**src/rtl/mem_bus_initiator.sv**
```systemverilog
// Single-outstanding initiator for the simple memory-mapped peripheral bus.
// Optional bus timeout/abort logic is compiled in with `define MEM_TIMEOUT_EN.
module mem_bus_initiator #(
    parameter int ADDR_W         = 32,
    parameter int TIMEOUT_CYCLES = 256
) (
    input  logic              mem_clk,
    input  logic              rst,
    input  logic              cmd_valid,
    output logic              cmd_ready,
    input  logic              cmd_write,
    input  logic [ADDR_W-1:0] cmd_addr,
    input  logic [31:0]       cmd_wdata,
    input  logic [3:0]        cmd_wstrb,
    output logic              rsp_valid,
    input  logic              rsp_ready,
    output logic [31:0]       rsp_rdata,
    output logic              rsp_err,
    output logic              mem_valid,
    output logic [ADDR_W-1:0] mem_addr,
    output logic [31:0]       mem_wdata,
    output logic [3:0]        mem_wstrb,
    input  logic              mem_ready,
    input  logic [31:0]       mem_rdata,
    output logic              busy,
    output logic [7:0]        err_count
);

    if (TIMEOUT_CYCLES < 2 || TIMEOUT_CYCLES > 65535) begin : g_bad_timeout
        $error("mem_bus_initiator: TIMEOUT_CYCLES must be in 2..65535");
    end

    typedef enum logic [1:0] {
        IDLE   = 2'd0,
        ACCESS = 2'd1,
        RESP   = 2'd2
    } state_e;

    state_e              state_q, state_d;
    logic [ADDR_W-1:0]   addr_q, addr_d;
    logic [31:0]         wdata_q, wdata_d;
    logic [3:0]          wstrb_q, wstrb_d;
    logic                write_q, write_d;
    logic [31:0]         rdata_q, rdata_d;

`ifdef MEM_TIMEOUT_EN
    localparam logic [15:0] TMO_LAST = 16'(TIMEOUT_CYCLES - 1);

    logic                err_q, err_d;
    logic [15:0]         tmo_cnt_q, tmo_cnt_d;
    logic [7:0]          err_count_q, err_count_d;
`endif

    // NOTE: every _d gets its current value first so no path through the case leaves it unassigned (no latches).
    always_comb begin
        state_d = state_q;
        addr_d  = addr_q;
        wdata_d = wdata_q;
        wstrb_d = wstrb_q;
        write_d = write_q;
        rdata_d = rdata_q;
`ifdef MEM_TIMEOUT_EN
        err_d       = err_q;
        tmo_cnt_d   = tmo_cnt_q;
        err_count_d = err_count_q;
`endif

        case (state_q)
            IDLE: begin
                if (cmd_valid) begin
                    addr_d  = cmd_addr;
                    wdata_d = cmd_wdata;
                    write_d = cmd_write;
                    wstrb_d = cmd_write ? cmd_wstrb : 4'h0;
                    state_d = ACCESS;
`ifdef MEM_TIMEOUT_EN
                    tmo_cnt_d = 16'd0;
`endif
                end
            end

            ACCESS: begin
                if (mem_ready) begin
                    rdata_d = write_q ? 32'h0 : mem_rdata;
                    state_d = RESP;
`ifdef MEM_TIMEOUT_EN
                    err_d   = 1'b0;
                end else if (tmo_cnt_q == TMO_LAST) begin
                    // Responder never answered: abort with an error response.
                    rdata_d = 32'h0;
                    err_d   = 1'b1;
                    state_d = RESP;
                    if (err_count_q != 8'hFF) begin
                        err_count_d = err_count_q + 8'd1;
                    end
                end else begin
                    tmo_cnt_d = tmo_cnt_q + 16'd1;
`endif
                end
            end

            RESP: begin
                if (rsp_ready) begin
                    state_d = IDLE;
                end
            end

            default: state_d = IDLE;
        endcase
    end

    // NOTE: state registers use non-blocking assignments so every flop samples pre-edge values.
    always_ff @(posedge mem_clk) begin
        if (rst) begin
            state_q <= IDLE;
            addr_q  <= '0;
            wdata_q <= '0;
            wstrb_q <= '0;
            write_q <= 1'b0;
            rdata_q <= '0;
`ifdef MEM_TIMEOUT_EN
            err_q       <= 1'b0;
            tmo_cnt_q   <= '0;
            err_count_q <= '0;
`endif
        end else begin
            state_q <= state_d;
            addr_q  <= addr_d;
            wdata_q <= wdata_d;
            wstrb_q <= wstrb_d;
            write_q <= write_d;
            rdata_q <= rdata_d;
`ifdef MEM_TIMEOUT_EN
            err_q       <= err_d;
            tmo_cnt_q   <= tmo_cnt_d;
            err_count_q <= err_count_d;
`endif
        end
    end

    assign cmd_ready = (state_q == IDLE);
    assign mem_valid = (state_q == ACCESS);
    assign rsp_valid = (state_q == RESP);
    assign busy      = (state_q != IDLE);
    assign mem_addr  = addr_q;
    assign mem_wdata = wdata_q;
    assign mem_wstrb = wstrb_q;
    assign rsp_rdata = rdata_q;

`ifdef MEM_TIMEOUT_EN
    assign rsp_err   = err_q;
    assign err_count = err_count_q;
`else
    assign rsp_err   = 1'b0;
    assign err_count = 8'h00;
`endif

endmodule

```
**config.mk**
```make
export PLATFORM = sky130hd
export DESIGN_NAME = mem_bus_initiator
export DESIGN_NICKNAME = d
export VERILOG_FILES = /design/src/rtl/mem_bus_initiator.sv
export SDC_FILE = /design/constraint.sdc
export NUM_CORES = 1
export LEC_CHECK = 0
export ABC_CLOCK_PERIOD_IN_PS = 1700
export CORE_MARGIN = 2
export CORE_UTILIZATION = 45
export CTS_BUF_LIST = sky130_fd_sc_hd__clkbuf_8 sky130_fd_sc_hd__clkbuf_16
export DETAILED_ROUTE_END_ITERATION = 16
export PLACE_DENSITY = 0.83
export SLEW_MARGIN = 10
export SYNTH_ARGS = -nofsm -noshare
export SYNTH_HDL_FRONTEND = slang
export SYNTH_SLANG_ARGS = --single-unit
```
**constraint.sdc**
```tcl
create_clock -name mem_clk -period 1.7 [get_ports mem_clk]
set_input_delay 0.17 -clock mem_clk [delete_from_list [all_inputs] [get_ports mem_clk]]
set_output_delay 0.17 -clock mem_clk [all_outputs]
set_load 0.02 [all_outputs]
```
==> impl_metrics.yaml <==
route:
  drt_first_iter_violations: 154
  dr_total_vias: 3728
  dr.pass1.iters: 4
  viasPerCell: 4.71
  post_drt_wl_per_cell_um: 14.5
  wl_um: 11500
  drc: 0
  drtAntennaViolNets: 0
die:
  fp.dieH_um: 107
  die_w_um: 107
  pin_count: 219
  num_rows: 37
  start_util_pct: 46.4
  dieArea_mm2: 0.0115
  core_area_mm2: 0.0103
setup_path:
  worstPathMaxFanout: 7
  rr_worst_depth: 3
  critPathLaunchType: "register"
  arrival_ns: 1.43
  r2r_setup_slack_ns: 0.30
  crit_type: "reg2out"
  end_kind: "output port"
  cp_data_required_time_ns: 1.53
timing:
  min_period_ns: 1.60
  fin_skew_ns: 0.0126
  fmax_mhz: 624
  hold_viol: 0
  finalSetupViolCount: 0
  fin_crit_sh_pct: 94.3
  layout_setup_ws_ns: 0.0970
  maxSlewViolCount: 0
  finalSetupTns_ns: 0
  rsz0062_at_grt: "false"
place:
  dpl_cell_area_mm2: 0.00689
  gp_congestion: 0.751
  port_buffers: 209
  dp_hpwl_um: 8350
  place_ws_ns: 0.0844
power_and_ir_drop:
  p_clk_share_pct: 27.3
  p_sw_uw: 1440
  intPower_uw: 3950
  worst_ir_drop_vdd_mv: 0.358
  pwr-share-seq_pct: 49.1
  power_frac_comb_pct: 23.7
  swShare_pct: 26.7
  power_leakage_uw: 0.00267
  power.density_mw_per_mm2: 763
clocking:
  cts_tree: "built"
  cts_setup_buffers: 0
  clkTransAtPathRegs_ns: 0.09
  root_buffer: "clkbuf_8"
  cts_sinks: 103
  clk_path_buf_depth: 2
  clock_latency_ns: 0.36
  cts_max_level: 3
  holdBufCountCts: 0
  cts_made_buffers: 9
finish:
  multi_input_area_mm2: 0.00247
  antennaDiodeCount: 0
  final_util_pct: 68.4
  num-fill-cells: 821
  final_cell_mix: "clkdlybuf4s50_1 (204), nand2b_1 (166), dfxtp_1 (103)"
  final_cell_area_mm2: 0.00707
  drive_above_1_share_pct: 3.97
  regArea_mm2: 0.00206
  layout.cells.most_common: "clkdlybuf4s50_1"
  area_growth_pct: 47.4
  final_nets: 758
logic_synthesis:
  ys.warnings.count: 0
  yosysUniqueCellTypes: 17
  synth_seq_area_share_pct: 43.0
  synth-seq-cells: 103
  syn_inst: 463
  syn_area_per_cell_um2: 10.4
  syn_area_mm2: 0.00479
global_routing:
  grt_pass1_vias: 3831
  grt_max_degree: 89
  grtUsageMet3_pct: 4.50
  antenna_found_initial: 0
  overflow: 0
  grt_use_total_pct: 19.9
  grt_use_met2_pct: 34.6
  grt_pass1_wl_um: 18400
  grt_busiest_layer: "met2"
  grt_use_met1_pct: 23.2
status:
  status: "finished, final reports clean"
worst_hold_path:
  hp-class: "in2reg"
  holdPathStages: 3
job:
  cap_violations: 0
[final timing paths]
kind,to,from
worst max-delay path,cmd_ready,state_q[0]
worst min-delay path,rsp_rdata[25],rst
worst min register to register,rsp_rdata[5],rsp_rdata[5]
worst max register to register,mem_wdata[8],state_q[0]
[what timing repair did]
item	4_1_cts	5_1_grt
pin swaps	0	0
gates resized for setup	4	1
endpoints found under the setup margin	4	1
[power groups by stage]
stage | Clock (µW) | Combinational (µW) | Sequential (µW)
floorplan | 0 | 521 | 2870
global placement | 0 | 1270 | 2690
detailed placement | 0 | 1290 | 2700
CTS | 1540 | 1290 | 2650
global route | 1640 | 1370 | 2660
finish | 1470 | 1280 | 2640
[per-stage QoR]
step           hold slack [ns]  instances  total power [µW]
2_1_floorplan            0.325        471              3390
3_3_place_gp             0.457        777              3960
3_5_place_dp             0.463        777              3990
4_1_cts                  0.182        791              5470
5_1_grt                  0.189        791              5670
6_report                 0.193        791              5390
[cell usage after synthesis]
| master | number | area, µm² |
|---|---|---|
| and3b_1 | 1 | 8.76 |
| buf_2 | 2 | 10.0 |
| buf_4 | 10 | 75.1 |
| buf_6 | 11 | 124 |
| clkbuf_1 | 23 | 86.3 |
| conb_1 | 1 | 3.75 |
| dfxtp_1 | 103 | 2060 |
| inv_1 | 1 | 3.75 |
| mux2i_1 | 101 | 1010 |
| nand2b_1 | 166 | 1040 |
| nand3b_1 | 4 | 30.0 |
| nor2b_1 | 2 | 12.5 |
| nor3b_1 | 3 | 22.5 |
| o21ba_1 | 1 | 10.0 |
| o21ba_2 | 1 | 10.0 |
| or2_2 | 1 | 6.26 |
| or3b_1 | 32 | 280 |
[flip-flops by register name, indices dropped and copies added, names as in the netlist]
register,count
mem_wstrb,4
mem_wdata,32
state_q,2
mem_addr,32
rsp_rdata,32
write_q,1
[final cells by class]
type | instances | area share [%]
multi-input cells | 321 | 35.0
clock inverters | 5 | 0.850
well taps | 136 | 2.41
flip-flops and latches | 103 | 29.2
clock buffers | 9 | 1.75
repair buffers | 216 | 30.8
inverters | 1 | 0.0531
[worst max-delay path, stage by stage, from the launching register on]
cell             delay [ns]
dfxtp_1                0.38
or2_2                  0.34
inv_1                  0.07
clkdlybuf4s15_1        0.30
[layer usage]
layer	vias to the layer above	part of all wire, %
met4	0	3.0
met3	25	6.0
met2	124	49
met1	1706	42
met5	-	0
li1	1873	-
[logic make-up (layout without fill, tap and decap cells)]
family | count (synthesis) | count (layout) | synth area share (%)
AO/OA/AOI/OAI | 2 | 2 | 0.418
other | 1 | 9 | 0.0782
flip-flops | 103 | 103 | 43.0
AND/OR/NAND/NOR | 209 | 209 | 29.2
buffers and inverters | 47 | 231 | 6.24
multiplexers | 101 | 101 | 21.1
(Power assumes the default switching activity.)
